===== config.mk =====
export PLATFORM = sky130hd
export DESIGN_NAME = crc5_check
export DESIGN_NICKNAME = d
export VERILOG_FILES = /design/src/rtl/crc5_check.sv
export SDC_FILE = /design/constraint.sdc
export NUM_CORES = 1
export LEC_CHECK = 0
export CORE_AREA = 4 4 46 48
export DETAILED_ROUTE_END_ITERATION = 8
export DIE_AREA = 0 0 50 52
export GPL_ROUTABILITY_DRIVEN = 0
export GPL_TIMING_DRIVEN = 0
export PLACE_DENSITY = 0.75
export RECOVER_POWER = 100
export SLEW_MARGIN = 20
export SYNTH_ARGS = -nofsm -noshare
export SYNTH_HDL_FRONTEND = slang
export SYNTH_SLANG_ARGS = --single-unit

===== constraint.sdc =====
create_clock -name clk -period 2.3 [get_ports clk]
set_input_delay 0.345 -clock clk [delete_from_list [all_inputs] [get_ports clk]]
set_output_delay 0.345 -clock clk [all_outputs]
set_load 0.05 [all_outputs]

===== src/rtl/crc5_check.sv =====
// Receive-side USB CRC5 checker: runs the x^5+x^2+1 LFSR over payload plus
// transmitted CRC bits and flags a good packet when the fixed residue is left.
module crc5_check #(
    parameter int unsigned DATA_BITS   = 11,
    parameter logic [4:0]  CRC_INIT    = 5'b11111,
    parameter logic [4:0]  CRC_RESIDUE = 5'b01100
) (
    input  logic       clk,
    input  logic       rst,
    input  logic       chk_start,
    input  logic       bit_valid,
    input  logic       s_in,
    input  logic       chk_ack,
    output logic       chk_busy,
    output logic       chk_done,
    output logic       chk_ok,
    output logic [4:0] crc_q
);

    localparam int unsigned   CW        = $clog2(DATA_BITS + 6);
    localparam logic [CW-1:0] LAST_DATA = CW'(DATA_BITS - 1);
    localparam logic [CW-1:0] LAST_CRC  = CW'(DATA_BITS + 4);
    localparam logic [CW-1:0] CNT_ONE   = CW'(1);

    typedef enum logic [1:0] {
        IDLE = 2'd0,
        DATA = 2'd1,
        CRC  = 2'd2,
        DONE = 2'd3
    } state_t;

    state_t        state_q;
    logic [CW-1:0] cnt_q;
    logic          busy_q;
    logic          done_q;
    logic          ok_q;
    logic          fb;
    logic [4:0]    crc_d;

    assign fb    = s_in ^ crc_q[4];
    assign crc_d = {crc_q[3:0], 1'b0} ^ (fb ? 5'b00101 : 5'b00000);

    // A start pulse always wins: it restarts from any state and drops any
    // bit presented in the same cycle.
    always_ff @(posedge clk or posedge rst) begin
        if (rst) begin
            state_q <= IDLE;
            crc_q   <= CRC_INIT;
            cnt_q   <= '0;
            busy_q  <= 1'b0;
            done_q  <= 1'b0;
            ok_q    <= 1'b0;
        end else if (chk_start) begin
            state_q <= DATA;
            crc_q   <= CRC_INIT;
            cnt_q   <= '0;
            busy_q  <= 1'b1;
            done_q  <= 1'b0;
            ok_q    <= 1'b0;
        end else begin
            case (state_q)
                IDLE: begin
                    busy_q <= 1'b0;
                end
                DATA: begin
                    if (bit_valid) begin
                        crc_q <= crc_d;
                        cnt_q <= cnt_q + CNT_ONE;
                        if (cnt_q == LAST_DATA) begin
                            state_q <= CRC;
                        end
                    end
                end
                CRC: begin
                    if (bit_valid) begin
                        crc_q <= crc_d;
                        cnt_q <= cnt_q + CNT_ONE;
                        if (cnt_q == LAST_CRC) begin
                            state_q <= DONE;
                            busy_q  <= 1'b0;
                            done_q  <= 1'b1;
                            ok_q    <= (crc_d == CRC_RESIDUE);
                        end
                    end
                end
                DONE: begin
                    if (chk_ack) begin
                        state_q <= IDLE;
                        done_q  <= 1'b0;
                        ok_q    <= 1'b0;
                    end
                end
                default: begin
                    state_q <= IDLE;
                    busy_q  <= 1'b0;
                    done_q  <= 1'b0;
                    ok_q    <= 1'b0;
                end
            endcase
        end
    end

    assign chk_busy = busy_q;
    assign chk_done = done_q;
    assign chk_ok   = ok_q;

endmodule


==> results of run 1 <==
[registers in the layout, summed over array words and instances, names as in the netlist]
signal,flops
state_q,2
chk_busy,1
chk_done,1
chk_ok,1
cnt_q,5
crc_q,5
[worst reg2reg max path: cells and delay by family, from the launching register on]
family,cells,cell delay (ns)
simple gates,2,0.29
compound gates,3,0.58
fa+ha+maj,2,0.42
flops,1,0.43
[area by class of cell]
cell class                 instances  area [sq um]
clock inverter                     1         5.005
inverter                           6         22.52
tap                               25         31.28
timing repair buffer              13         130.1
buffer                             2         7.507
sequential                        15         381.6
clock buffer                       3         22.52
multi-input combinational         64         440.4
fill                             156         666.9
[where the power goes]
| group | switching [mW] | internal (mW) |
|---|---|---|
| registers | 0.0152 | 0.281 |
| logic | 0.0572 | 0.0364 |
| clock network | 0.0882 | 0.0647 |
[metrics by stage]
step / area (sq um) / total power [mW] / setup slack, ns
after floorplan: 852.1 / 0.3632 / 0.3573
after global placement: 1013 / 0.3960 / 0.2269
after detailed placement: 1013 / 0.3986 / 0.2195
after global routing: 1041 / 0.5744 / 0.1126
after CTS: 1041 / 0.5518 / 0.2053
final: 1041 / 0.5422 / 0.1489
[cell families after synthesis]
logic type,after synthesis
compound gates,14
mux,2
buf+inv,8
fa+ha+maj,7
xor+xnor,5
simple gates,36
flops,15
[worst paths after layout]
check,start,to,slack [ns],depth (start not counted)
max,crc_q[1]$_DFFE_PP1P_,crc_q[1],0.15,1
min,crc_q[4]$_DFFE_PP1P_,crc_q[4]$_DFFE_PP1P_,0.51,2
max reg2reg,cnt_q[0]$_DFFE_PP0P_,state_q[1]$_DFFE_PP0P_,0.43,7
min reg2reg,crc_q[4]$_DFFE_PP1P_,crc_q[4]$_DFFE_PP1P_,0.51,2
max in group asynchronous,rst,chk_busy$_DFFE_PP0P_,1.39,2
min in group asynchronous,rst,cnt_q[0]$_DFFE_PP0P_,0.53,2
[placed cells by master, fill, tap and decap left out, types with 3 or more instances in the layout]
| cell | n |
|---|---|
| clkdlybuf4s50_1 | 4 |
| nand2b_1 | 3 |
| nor2_1 | 9 |
| dfrtp_1 | 10 |
| inv_1 | 6 |
| a21oi_1 | 5 |
| ha_1 | 7 |
| clkbuf_4 | 3 |
| xor2_1 | 3 |
| dlygate4sd3_1 | 9 |
| dfstp_2 | 5 |
| nand2_1 | 11 |
| nand3b_1 | 4 |
[per-layer routing]
metal,vias up,track usage,share of wire
li1,329,-,-
met1,285,0.1726,0.48
met2,9,0.2413,0.46
met3,4,0.03725,0.034
met4,0,0.06912,0.024
met5,-,0,0
==> metrics.yaml, run 1 <==
run_status:
  status: "finished, final reports clean"
floorplanning:
  ioPinCount: 14
  design.core.area_sq_mm: 0.001708
  dieWidth_um: 50
  start_util: 0.4989
  die_y_um: 52
  fp-row-count: 15
  dieArea_sq_mm: 0.002600
timing:
  skew_ns: 0.009934
  fmax_mhz: 464.9
  final_hold_viol_count: 0
  worstMarginPinSlew_ns: 0.5685
  whs_ns: 0.5113
  finalSetupViolCount: 0
  rsz0062_at_grt: "no"
  fin_crit_sh: 0.9352
  period_minus_slack_ns: 2.151
  tns_ns: 0
  drv_slew: 0
  relSlewSlack: 0.6206
critical_path:
  path_max_fanout: 4
  crit_family: "buffers and inverters"
  crit_path_end_kind: "primary output"
  crit_chain: "dlygate4sd3_1"
  critPathLaunchType: "flip-flop"
  cp.arrival_ns: 1.81
  path_buf_inv: 1
  critical_path_class: "flip-flop to primary output"
  required_ns: 1.96
  worst_path_max_delay_cell: "dlygate4sd3_1"
  cp_slowest_stage_delay_ns: 0.89
synth:
  ys_warn_count: 0
  syn_avg_cell_area_sq_um: 9.794
  yosys.area.top_type_share: 0.2937
  yosys.area_share.simple: 0.2320
  synthCells: 87
  synth_compound_area_frac: 0.1072
  synth_area_leaders: "dfrtp_1 29%, dfstp_2 15%, ha_1 10%"
  synth.distinct_cells: 27
  synthMuxAreaShare: 0.02349
  yosysMostFrequentCell: "nand2_1"
  ys_seq_area_frac: 0.4479
  synth_fp_nets: 100
  synth-xor-area-share: 0.05140
  synth_top_cell_by_area: "dfrtp_1"
  synth_edf_count: 0
  synth_area_sq_um: 852.1
  async_flop_share: 1.000
  synth_fa_ha_area_frac: 0.1028
  synth_top_family_by_area: "simple AND/OR/NAND/NOR gates"
  synth_seq_cells: 15
  ys_top_cells_by_count: "11 x nand2_1, 10 x dfrtp_1, 9 x nor2_1"
  synthFlopType: "dfrtp_1"
min_path:
  min_path_type: "flip-flop to flip-flop"
clock_network:
  path_clk_slew_ns: 0.10
  htree_levels: 1
  cts_sinks: 15
  clk_path_buf_depth: 2
  cts_root_buffer: "clkbuf_4"
  cts_setup_buffers: 0
  clk_latency_ns: 0.29
  cts_buffers: 3
  holdBufCountCts: 0
  cts_tree: "built"
  post_cts_resized: 0
drt:
  drc_errors: 0
  vias: 627
  antenna_left: 0
  vias_per_cell: 4.860
  drtIter0Drc: 3
  wl_per_cell_um: 12.26
  wl_mm: 1.582
  firstDrtPassIters: 4
global_routing:
  grt_max_degree: 16
  grt_pass1_vias: 648
  grt-ovfl-total: 0
  grt_first_pass_wirelength_mm: 2.815
  antenna_found_initial: 0
  track_usage: 0.1448
final_layout:
  layoutNonFillerInstCount: 129
  fin_nets: 118
  area_growth_pct: 22.17
  drive_gt1_frac: 0.1058
  antennaDiodeCount: 0
  post-route-util: 0.6095
pwr:
  power.leakage_nw: 0.4460
  ir_drop_uv: 352.5
  power_density_mw_per_mm2: 520.8
run:
  max_cap_viol_count: 0
placed_design:
  io_buffers: 13
  dp_hpwl_mm: 1.205
  place_inst: 125
(Power assumes the default switching activity.)
==> inputs of run 2 (changes only) <==
Clock period 2.3 ns to 2.4 ns, I/O delays scaled along.
==> results of run 2 <==
Same layout as run 1 (identical final DEF). Status: finished, final reports clean.
Among the figures that moved: setup slack after placement 0.2195 ns -> 0.3045 ns; setup slack after layout 0.1489 ns -> 0.2339 ns; register-to-register setup slack 0.43 ns -> 0.53 ns; total power 0.5422 mW -> 0.5196 mW; worst IR drop on VDD 352.5 uV -> 337.8 uV
